--- src/rtl/sdram_mem_scheduler.sv ---
// rtl/sdram_mem_scheduler.sv - circular sample log scheduler over a busy-handshake SDRAM interface
module sdram_mem_scheduler #(
  parameter int MAX_WORDS = 16777216,
  parameter int ACCEPT_TO = 8,
  parameter int OP_TO     = 32
) (
  input  logic        CLK_48MHZ,
  input  logic        RESET,
  input  logic        WR_STB,
  input  logic [15:0] WR_DATA,
  output logic        WR_READY,
  input  logic        RD_STB,
  output logic        RD_READY,
  output logic [15:0] RD_DATA,
  output logic        RD_VALID,
  output logic [1:0]  SD_CMD,
  output logic [1:0]  SD_BANK,
  output logic [12:0] SD_ROW,
  output logic [8:0]  SD_COL,
  output logic [15:0] SD_DIN,
  input  logic        SD_STATUS,
  input  logic [15:0] SD_DOUT,
  output logic        MEM_READY,
  output logic [24:0] COUNT,
  output logic        OVERFLOW,
  output logic        ERR
);

  localparam logic [24:0] MAX_CNT  = 25'(MAX_WORDS);
  localparam logic [23:0] LAST_PTR = 24'(MAX_WORDS - 1);
  localparam logic [15:0] ACC_LAST = 16'(ACCEPT_TO - 1);
  localparam logic [15:0] OP_LAST  = 16'(OP_TO - 1);

  typedef enum logic [2:0] {S_INIT, S_IDLE, S_ISSUE, S_BUSY, S_DONE, S_FAIL} state_t;

  state_t      state, next_state;
  logic [23:0] wr_ptr, rd_ptr, sel_ptr;
  logic [15:0] wr_data, tmr;
  logic        wr_pend, rd_pend, seen_hi, serve_wr, last_wr;
  logic        full, empty, drop_full, wr_ok, rd_ok, choose_wr, start;
  logic        acc_to, op_to, clr_wr, clr_rd;

  function automatic logic [23:0] next_ptr(input logic [23:0] p);
    return (p == LAST_PTR) ? 24'd0 : p + 24'd1;
  endfunction

  assign full      = (COUNT == MAX_CNT);
  assign empty     = (COUNT == 25'd0);
  assign drop_full = (state == S_IDLE) && wr_pend && full;
  assign wr_ok     = wr_pend && !full;
  assign rd_ok     = rd_pend && !empty;
  // On a tie the side that was not served last goes first.
  assign choose_wr = wr_ok && (!rd_ok || !last_wr);
  assign start     = (state == S_IDLE) && !drop_full && (wr_ok || rd_ok);
  assign sel_ptr   = choose_wr ? wr_ptr : rd_ptr;
  assign acc_to    = (tmr == ACC_LAST);
  assign op_to     = (tmr == OP_LAST);
  assign clr_wr    = drop_full || (((state == S_DONE) || (state == S_FAIL)) && serve_wr);
  assign clr_rd    = ((state == S_DONE) || (state == S_FAIL)) && !serve_wr;
  assign WR_READY  = MEM_READY & ~wr_pend;
  assign RD_READY  = MEM_READY & ~rd_pend;

  always_ff @(posedge CLK_48MHZ or negedge RESET) begin
    if (!RESET) state <= S_INIT;
    else        state <= next_state;
  end

  always_comb begin
    next_state = state;
    case (state)
      S_INIT:  if (seen_hi && !SD_STATUS) next_state = S_IDLE;
      S_IDLE:  if (start) next_state = S_ISSUE;
      S_ISSUE: if (SD_STATUS) next_state = S_BUSY;
               else if (acc_to) next_state = S_FAIL;
      S_BUSY:  if (!SD_STATUS) next_state = S_DONE;
               else if (op_to) next_state = S_FAIL;
      S_DONE:  next_state = S_IDLE;
      S_FAIL:  next_state = S_IDLE;
      default: next_state = S_INIT;
    endcase
  end

  always_ff @(posedge CLK_48MHZ or negedge RESET) begin
    if (!RESET) begin
      MEM_READY <= 1'b0; COUNT <= '0; OVERFLOW <= 1'b0; ERR <= 1'b0;
      RD_DATA <= '0; RD_VALID <= 1'b0; SD_CMD <= '0; SD_BANK <= '0;
      SD_ROW <= '0; SD_COL <= '0; SD_DIN <= '0; wr_ptr <= '0; rd_ptr <= '0;
      wr_pend <= 1'b0; rd_pend <= 1'b0; wr_data <= '0; seen_hi <= 1'b0;
      serve_wr <= 1'b0; last_wr <= 1'b0; tmr <= '0;
    end else begin
      RD_VALID <= 1'b0;
      case (state)
        S_INIT: begin
          if (SD_STATUS) seen_hi <= 1'b1;
          if (seen_hi && !SD_STATUS) MEM_READY <= 1'b1;
        end
        S_IDLE: begin
          if (drop_full) OVERFLOW <= 1'b1;
          else if (start) begin
            serve_wr <= choose_wr;
            SD_CMD   <= choose_wr ? 2'd2 : 2'd1;
            SD_BANK  <= sel_ptr[23:22];
            SD_ROW   <= sel_ptr[21:9];
            SD_COL   <= sel_ptr[8:0];
            if (choose_wr) SD_DIN <= wr_data;
            tmr      <= '0;
          end
        end
        S_ISSUE: begin
          if (SD_STATUS) begin
            SD_CMD <= 2'd0;
            tmr    <= '0;
          end else begin
            tmr <= tmr + 16'd1;
            if (acc_to) SD_CMD <= 2'd0;
          end
        end
        S_BUSY: tmr <= tmr + 16'd1;
        S_DONE: begin
          if (serve_wr) begin
            wr_ptr <= next_ptr(wr_ptr);
            COUNT  <= COUNT + 25'd1;
          end else begin
            RD_DATA  <= SD_DOUT;
            RD_VALID <= 1'b1;
            rd_ptr   <= next_ptr(rd_ptr);
            COUNT    <= COUNT - 25'd1;
          end
          last_wr <= serve_wr;
        end
        S_FAIL: begin
          SD_CMD <= 2'd0;
          ERR    <= 1'b1;
        end
        default: ;
      endcase

      // A strobe landing on the cycle its pend flag clears is taken as a new request.
      if (clr_wr) wr_pend <= 1'b0;
      if (MEM_READY && WR_STB) begin
        if (!wr_pend || clr_wr) begin
          wr_pend <= 1'b1;
          wr_data <= WR_DATA;
        end else begin
          OVERFLOW <= 1'b1;
        end
      end
      if (clr_rd) rd_pend <= 1'b0;
      if (MEM_READY && RD_STB && (!rd_pend || clr_rd)) rd_pend <= 1'b1;
    end
  end

endmodule

--- config.mk ---
export PLATFORM = sky130hd
export DESIGN_NAME = sdram_mem_scheduler
export DESIGN_NICKNAME = d
export VERILOG_FILES = /design/src/rtl/sdram_mem_scheduler.sv
export SDC_FILE = /design/constraint.sdc
export NUM_CORES = 1
export LEC_CHECK = 0
export CAP_MARGIN = 10
export CORE_ASPECT_RATIO = 1.75
export CORE_MARGIN = 2
export CORE_UTILIZATION = 51
export CTS_BUF_LIST = sky130_fd_sc_hd__clkbuf_8
export CTS_CLUSTER_SIZE = 12
export DETAILED_ROUTE_END_ITERATION = 8
export PLACE_DENSITY = 0.77
export SETUP_SLACK_MARGIN = 0.15
export SKIP_LAST_GASP = 1
export SLEW_MARGIN = 20
export SYNTH_ARGS = -nofsm -noshare
export SYNTH_HDL_FRONTEND = slang
export SYNTH_SLANG_ARGS = --single-unit
--- constraint.sdc ---
create_clock -name CLK_48MHZ -period 2.97 [get_ports CLK_48MHZ]
set_input_delay 0.891 -clock CLK_48MHZ [delete_from_list [all_inputs] [get_ports CLK_48MHZ]]
set_output_delay 0.891 -clock CLK_48MHZ [all_outputs]
set_load 0.01 [all_outputs]
-- After elaboration in Yosys (flattened, before gate mapping)
Cells that the tools add are included.
- $add $sub $neg: 5
- equal/unequal tests: 15
- multiplexer cells: 32
- bitwise gates (word level): 6
- reduce and logical (&&, ||, !) cells: 44
- operators with widths (cell ; number):
    two-way mux 24 bit ; 3
    adder 24 x 1 -> 24 bit (second input constant) ; 2
    == test 24 bit (second input constant) ; 2
    two-way mux 16 bit ; 3
    case mux 16 bit (3 select lines) ; 1
    adder 25 x 1 -> 25 bit (second input constant) ; 1
    == test 25 bit (second input constant) ; 1
    logical NOT 25 bit ; 1
    two-way mux 25 bit ; 1
    subtractor 25 x 1 -> 25 bit (second input constant) ; 1
    two-way mux 3 bit ; 6
    adder 16 x 1 -> 16 bit (second input constant) ; 1
    == test 16 x 3 -> 1 bit (second input constant) ; 1
    == test 16 x 5 -> 1 bit (second input constant) ; 1
    case mux 3 bit (5 select lines) ; 1
    logical AND 1 bit ; 13
    AND reduction 4 bit ; 3
    two-way mux 1 bit ; 11
    two-way mux 2 bit ; 5
    AND reduction 2 bit ; 5
    logical NOT 1 bit ; 9
    == test 3 x 2 -> 1 bit (second input constant) ; 2
    == test 3 bit (second input constant) ; 2
    logical OR 1 bit ; 6
    11 further kinds ; 20
- bits in registers: 175
- input port bits: 37
- output and inout port bits: 89
- word-level logic and storage cells: 123

-- Logic depth before layout (Yosys ltp)
- depth after elaboration: 10
- depth in mapped cells: 10
- gate-level depth less buffers: 9

-- Least setup slack after synthesis
OpenSTA, ideal clock, no wires.
- path kind: register to register
- from: reg serve_wr
- to: reg COUNT[24]
- library setup time: 0.080 ns
- arrival: 2.720 ns
- data required time: 2.890 ns
- slack: 0.170 ns
- stages on the path, launching flop included: 11
- buffers on the path: 1
- clock period less this slack: 2.800 ns
- path through: dfrtp_1 -> inv_1 -> ha_1 -> clkbuf_1 -> a21o_1 -> o21bai_1 -> a211oi_1 -> nand3_1 -> a21oi_1 -> mux2i_1 -> xnor2_1
- longest elaborated chain between the ends: 1
- ends and longest elaborated chain (what ; line ; source):
    start, declared ; 39 ; logic wr_pend, rd_pend, seen_hi, serve_wr, last_wr;
    start signal, assigned ; 100 ; serve_wr <= choose_wr;
    two-way mux 25 bit ; 120 ; if (serve_wr) begin
    end signal, assigned ; 122 ; COUNT <= COUNT + 25'd1;
    end signal, assigned ; 127 ; COUNT <= COUNT - 25'd1;
    end, declared ; 24 ; output logic [24:0] COUNT,
Every way passes these cells.
A chain may end at the register's enable or synchronous reset.

-- Worst setup path after layout
- from: reg serve_wr
- to: reg COUNT[22]
The elaborated chain is that of the path after synthesis.

==> run summary <==
FLOORPLAN
-------------------------------------------------------------------------------------------------
Std-Cell Rows ......................................................................           63
Vertical extent of the die .........................................................       179 um
Core area ..........................................................................  0.0170 mm^2
Die span in x ......................................................................       104 um
Die area ...........................................................................  0.0185 mm^2
Count of pins on the block boundary ................................................          126
Initial core utilization ...........................................................        52.2%

CRITICAL PATH
-------------------------------------------------------------------------------------------------
Critical path data required time ...................................................      3.37 ns
Logic depth of the worst register-to-register path .................................           10
Most frequent cell on the critical path ............................................ sky130_fd_sc_hd__nand3_1
Reg-to-reg critical path startpoint ................................................     serve_wr
Crit path arrival time .............................................................      3.07 ns
Combined buffer and inverter count along the critical path .........................            2
CP Max Fanout ......................................................................           24
Cell class contributing the biggest share of worst-path delay ...................... simple AND/OR/NAND/NOR gates
Delay of the slowest critical-path stage ...........................................      0.48 ns
Critical path capture point type ...................................................         flop
Cell-by-cell listing of the critical path .......................................... inv_1 > buf_12 > ha_2 > and4_2 > o2111ai_1 > a21o_1 > nand3_1 > nand3_1 > or4_1 > nand4_1
Type of the worst setup path .......................................................      reg2reg
Minimum setup slack among reg-to-reg paths .........................................      0.30 ns
Startpoint kind of the worst setup timing path .....................................         flop
CP max-delay cell .................................................................. sky130_fd_sc_hd__or4_1
Reg2reg end ........................................................................    COUNT[22]

TIMING
-------------------------------------------------------------------------------------------------
Share of the cycle needed by the critical path after routing .......................        89.9%
FMAX ...............................................................................      375 MHz
Max-slew violation count ...........................................................            0
Final-layout setup total negative slack ............................................         0 ns
Number of endpoints with negative hold slack in the final report ...................            0
Final Setup Violations .............................................................            0
Worst-Margin Slew ..................................................................     0.975 ns
Max Clock Skew .....................................................................    0.0173 ns
Final min period ...................................................................      2.67 ns
Setup repair after global routing missed its margin ................................         true
Max transition margin ..............................................................        34.7%

YOSYS
-------------------------------------------------------------------------------------------------
Number of flops mapped to enable cells by yosys ....................................            0
Number of nets produced by synthesis ...............................................          919
Count of mapped cells out of synthesis .............................................          855
Number of distinct library cell variants in the gate-level netlist after synthesis .           66
#FFs+latches synth .................................................................          175
Dominant synthesized flop cell ..................................................... sky130_fd_sc_hd__dfrtp_1
Average footprint of a synthesized cell ............................................    10.4 um^2
Count of synthesis-stage warnings from yosys .......................................            0
Sequential share of the synthesized area ...........................................        49.3%
Post-synth design cell area ........................................................ 0.00888 mm^2
Area share of the leading cell type in the synthesized netlist .....................        49.3%
Dominant cells by area after synthesis ............................................. sky130_fd_sc_hd__dfrtp_1 (49%), sky130_fd_sc_hd__mux2_2 (5.3%), sky130_fd_sc_hd__nand2_1 (3.8%), sky130_fd_sc_hd__xnor2_1 (3.7%), sky130_fd_sc_hd__ha_1 (3.7%)
Share of async-settable or async-resettable flops after synthesis ..................         100%
Cell type with the highest aggregate area in the netlist ........................... sky130_fd_sc_hd__dfrtp_1

ROUTE
-------------------------------------------------------------------------------------------------
Average detailed-routed wire length per instance ...................................      17.4 um
Initial detailed-routing violation count ...........................................          299
DRC violations left ................................................................            0
Routed via count ...................................................................        6,989
Antenna-violating nets left ........................................................            0
Detailed-router iteration count before antenna repair ..............................            8
Via-to-Cell Ratio ..................................................................         5.65
Post-detailed-routing wire length ..................................................      21.5 mm

CELLS AND AREA
-------------------------------------------------------------------------------------------------
Leading cell types in the layout, fill and taps excluded ........................... sky130_fd_sc_hd__dfrtp_1 (175), sky130_fd_sc_hd__clkdlybuf4s50_1 (124), sky130_fd_sc_hd__nand2_1 (91)
Fraction of final layout cells sized beyond drive strength 1 .......................        13.1%
Post-route cell area ...............................................................  0.0109 mm^2
Most common cell after layout, fill and taps aside ................................. sky130_fd_sc_hd__dfrtp_1
Layout-stage area growth over the synthesis result .................................        23.2%
Post-layout net count ..............................................................        1,060

CLOCKING
-------------------------------------------------------------------------------------------------
Number of buffers between clock root and the deepest sink ..........................            2
CTS root buffer .................................................................... sky130_fd_sc_hd__clkbuf_8
CTS H-Tree Depth ...................................................................            4
CTS buffer count ...................................................................           17
Count of cells resized by post-cts repair ..........................................            0
Cts-stage hold buffer count ........................................................            0
CTS tree ...........................................................................         done
Number of buffers inserted to repair setup after CTS ...............................            0
Register clock-pin slew on the reported worst setup and hold paths .................      0.10 ns
Worst-Skew Late Latency ............................................................      0.46 ns
Clock sink total ...................................................................          175

POWER AND IR DROP
-------------------------------------------------------------------------------------------------
Maximum VDD drop ...................................................................     0.569 mV
Cell area power density ............................................................ 1060 mW/mm^2
Lkg Pwr ............................................................................   0.00483 uW

GLOBAL ROUTE
-------------------------------------------------------------------------------------------------
Via count of the first global-routing pass .........................................        7,041
Wire length of the first global-routing pass .......................................      35.4 mm
Sum of overflow across all layers after global routing .............................            0
Pin count of the biggest net entering global routing ...............................           66
Antenna violations before repair ...................................................            1
Global router's overall resource usage .............................................        24.0%

RUN
-------------------------------------------------------------------------------------------------
Max-capacitance violation count ....................................................            0

PLACEMENT
-------------------------------------------------------------------------------------------------
Routability-driven placement congestion ratio ......................................        0.896
Placed instance area ...............................................................  0.0105 mm^2
Number of buffers inserted by port buffering .......................................          125
DP Wirelength ......................................................................      15.9 mm

HOLD PATH
-------------------------------------------------------------------------------------------------
Worst min-delay path category ......................................................     in2async

OUTCOME
-------------------------------------------------------------------------------------------------
Run status ......................................................................... finished, final reports clean

[cells in the mapped netlist, types with 5 or more instances]
cell type                  instances
sky130_fd_sc_hd__dfrtp_1         175
sky130_fd_sc_hd__nand2_1          91
sky130_fd_sc_hd__nor2_1           84
sky130_fd_sc_hd__a21oi_1          55
sky130_fd_sc_hd__o21ai_0          45
sky130_fd_sc_hd__mux2_2           42
sky130_fd_sc_hd__xnor2_1          38
sky130_fd_sc_hd__mux2i_1          27
sky130_fd_sc_hd__ha_1             26
sky130_fd_sc_hd__nand4_1          24
sky130_fd_sc_hd__xor2_1           22
sky130_fd_sc_hd__a31oi_1          21
sky130_fd_sc_hd__nand3_1          21
sky130_fd_sc_hd__clkbuf_1         20
sky130_fd_sc_hd__a21o_1           19
sky130_fd_sc_hd__inv_1            11
sky130_fd_sc_hd__nor2b_1           9
sky130_fd_sc_hd__mux2_4            8
sky130_fd_sc_hd__nor3_1            8
sky130_fd_sc_hd__nor4_1            8
sky130_fd_sc_hd__and3_1            7
sky130_fd_sc_hd__a211oi_1          6
sky130_fd_sc_hd__nand2b_1          6
sky130_fd_sc_hd__or3_1             6
sky130_fd_sc_hd__and4_1            5
[per-layer routing]
metal / track usage [%] / up-vias / wire length [um]
li1: - / 3346 / -
met1: 26.8 / 3424 / 8120
met2: 44.3 / 164 / 11800
met3: 4.09 / 55 / 735
met4: 11.7 / 0 / 849
met5: 0 / - / 0
[power breakdown]
part / leakage, uW / total, uW / internal, uW / switching, uW
Combinational: 0.00239 / 6150 / 3060 / 3100
Sequential: 0.00223 / 3800 / 3150 / 642
Clock: 0.000206 / 1670 / 761 / 911
[area by class of cell]
cell class | instances | area (um^2)
clock inverters | 15 | 161
multi-input cells | 637 | 4330
diodes | 1 | 2.50
flip-flops and latches | 175 | 4380
well taps | 227 | 284
repair buffers | 153 | 1510
fillers | 1431 | 6080
clock buffers | 17 | 234
inverters | 12 | 45.0
[worst max path at each step]
stage	from	endpoint	slack, ns	cells after the start
final	serve_wr	COUNT[22]	0.30	10
after global routing	serve_wr	COUNT[22]	0.15	10
after CTS	serve_wr	COUNT[22]	0.26	10
after detailed placement	SD_STATUS	tmr[8]	0.14	6
after global placement	SD_STATUS	tmr[5]	0.16	6
after floorplan	serve_wr	COUNT[24]	0.17	10
[state kept, by name, indices dropped and copies added, names as in the netlist]
name,count
RD_DATA,16
serve_wr,1
SD_COL,9
seen_hi,1
SD_DIN,16
state,3
RD_VALID,1
wr_ptr,24
COUNT,25
SD_ROW,13
wr_data,16
SD_CMD,2
rd_pend,1
wr_pend,1
tmr,16
last_wr,1
MEM_READY,1
ERR,1
SD_BANK,2
rd_ptr,24
OVERFLOW,1
[per-stage QoR]
stage / setup WS [ns] / hold WS, ns / cells / power (uW) / utilization [%]
2_1_floorplan: 0.170 / 0.437 / 855 / 7570 / -
3_3_place_gp: 0.159 / 0.465 / 1204 / 9850 / 61.9
3_5_place_dp: 0.136 / 0.460 / 1204 / 9960 / 61.9
4_1_cts: 0.256 / 0.431 / 1236 / 11700 / 64.2
5_1_grt: 0.147 / 0.443 / 1237 / 12500 / 64.3
6_report: 0.301 / 0.419 / 1237 / 11600 / 64.3
[kinds of logic after synthesis]
logic type               Yosys count  share of synthesized area (%)
XOR/XNOR                          60                           5.92
multiplexers                      77                           9.72
buffers and inverters             43                           2.25
adder cells (fa/ha/maj)           27                           3.89
flip-flops                       175                           49.3
AO/OA/AOI/OAI                    183                           12.7
AND/OR/NAND/NOR                  290                           16.3
(Power assumes the default switching activity.)
==> edit: new RTL, same settings <==
One comparison of `COUNT` changes from == to >=.
--- a/src/rtl/sdram_mem_scheduler.sv
+++ b/src/rtl/sdram_mem_scheduler.sv
@@ -44,7 +44,7 @@
     return (p == LAST_PTR) ? 24'd0 : p + 24'd1;
   endfunction
 
-  assign full      = (COUNT == MAX_CNT);
+  assign full      = (COUNT >= MAX_CNT);
   assign empty     = (COUNT == 25'd0);
   assign drop_full = (state == S_IDLE) && wr_pend && full;
   assign wr_ok     = wr_pend && !full;
Function: no difference found for any inputs over 4 cycles, from zero or initial values and one cycle with RESET low; that may be too few to reach the edited logic, so the function may still have changed.
==> edit against the unedited design <==
- die area shrank 0.95%
- wire length shrank 5.7%
- synthesized area shrank 0.99%
- worst setup slack gained 39 ps
- sequential cell count is the same
- total power shrank 0.52%
- cell count grew 0.40%
- fmax grew 1.5%
- critical path type unchanged
- clock power shrank 3%
- final area shrank 1.7%
==> edit: results (changes against the unedited design) <==
| Metric | Value |
|---|---|
| Dominant cells by area after synthesis | `dfrtp_1, mux2_2, nand2_1` |
| Clk_lat worst skew | `480 ps (+20 ps)` |
| CP max-delay cell | `dfrtp_2` |
| Largest net degree at the start of global routing | `68 (+3.0%)` |
| CP arrival | `3040 ps (-30 ps)` |
| Nets | `1066 (+0.57%)` |
| Synth Area in XOR/XNOR | `0.0647 (+0.00557)` |
| Cts bufs inserted | `17 (unchanged)` |
| CTS clk-pin slew, worst paths | `100 ps (about the same)` |
| Global placement routability congestion | `0.943 (+5.2%)` |
| Worst-case clock buffer depth | `2 (unchanged)` |
| Dpl ws | `280 ps (+144 ps)` |
| Crit-path max FO | `7 (-71%)` |
| Top post-synthesis cells by count | `dfrtp_1, nand2_1, nor2_1` |
| Synth Net Count | `932 (+1.4%)` |
| Clock Root Buffer | `clkbuf_8` |
| Drt first pass iters | `4 (-4)` |
| Fraction of the mapped netlist area in adder cells | `0.0393 (+0.000387)` |
| Rel. slew slack | `0.596 (+0.248)` |
| H-tree levels | `4 (unchanged)` |
| Avg Inst Size Synth | `10.1 um^2 (-2.5%)` |
| Status | `completed` |
| Tot GR Track Use | `0.236 (-0.00383)` |
| Compound-Gate Fraction of Synth Area | `0.126 (-0.00101)` |
| Asr flop ratio synth | `1.00 (unchanged)` |
| DP HPWL | `14900 um (-6.4%)` |
| Via density | `5.56 (-1.6%)` |
| Sequential share of the synthesized area | `0.498 (+0.00491)` |
| Layout Skew | `19.9 ps (+2.57 ps)` |
| First-pass GRT wire length | `33900 um (-4.2%)` |
| Maximum VDD drop | `0.000747 V (+31%)` |
| Final WL | `20200 um (-5.7%)` |
| Netlist cell types | `64 (-3.0%)` |
| Number of port buffers | `125 (unchanged)` |
| Vias in the first global route | `7084 (+0.61%)` |
| Layout cells sized above 1 | `0.129 (-0.00176)` |
| Slowest stage delay, CP | `400 ps (-80 ps)` |
| Biggest regs | `COUNT x25, rd_ptr x24, wr_ptr x24` |
| Tightest Hold Check Type | `in2async` |
| DR iter-0 viols | `321 (+7.4%)` |
| Placed cell areas | `10400 um^2 (-1.6%)` |
| Mux cell area share after synthesis | `0.0698 (-0.0273)` |
| Placed instance count | `1209 (+0.42%)` |
| Crit path max-delay family | `compound AO/OA/AOI/OAI gates` |
| Warnings, synthesis | `0 (unchanged)` |
| Diodes inserted | `0 (-1)` |
| Initial antenna violation count | `0 (-1)` |
| Pleak | `0.00476 uW (-1.3%)` |
| Routed WL per cell | `16.3 um (-6.1%)` |
==> edit: changes by cell type in the layout (fill, tap and decap cells not counted), moves of 9 or more <==
cell	delta
nand2_1	+32
mux2i_1	-26
nand3_1	+12
nand4_1	-9
a21oi_1	-21
and3_1	+11
a31oi_1	+12
==> edit: final timing paths <==
check	startpoint	end	slack, ps	cells after the start
max	serve_wr$_DFFE_PN0P_	COUNT[23]$_DFFE_PN0N_	340	11
max reg2reg	serve_wr$_DFFE_PN0P_	COUNT[23]$_DFFE_PN0N_	340	11
min reg2reg	last_wr$_DFFE_PN0N_	last_wr$_DFFE_PN0N_	480	2
max in group asynchronous	RESET	state[1]$_DFFE_PN0P_	1960	2
min	RESET	COUNT[10]$_DFFE_PN0N_	310	1
min in group CLK_48MHZ	last_wr$_DFFE_PN0N_	last_wr$_DFFE_PN0N_	480	2
==> edit: report_power, final <==
part	switching, uW	internal (uW)	leakage, uW
Clock	959	660	0.000194
Combinational	3100	3020	0.00234
Sequential	653	3170	0.00223
==> edit: timing repair <==
| action | CTS | global route |
|---|---|---|
| buffers inserted | 0 | 1 |
| gates resized for setup | 0 | 3 |
| setup endpoints to repair | 0 | 7 |
| endpoints found under the hold margin | 0 | 0 |
==> edit: area by class of cell <==
cell class	instances	area, um^2
clock buffers	19	262
clock inverters	13	121
fillers	1419	6180
inverters	10	42.5
multi-input cells	654	4240
flip-flops and latches	175	4380
well taps	227	284
repair buffers	144	1430
==> edit: metal layers <==
layer  global-route usage  vias to the layer above  routed length, um
li1                     -                     3330                  -
met4                0.107                        0                707
met1                0.279                     3385               7860
met5                    0                        -                  0
met3               0.0449                       45                635
met2                0.409                      143              11000
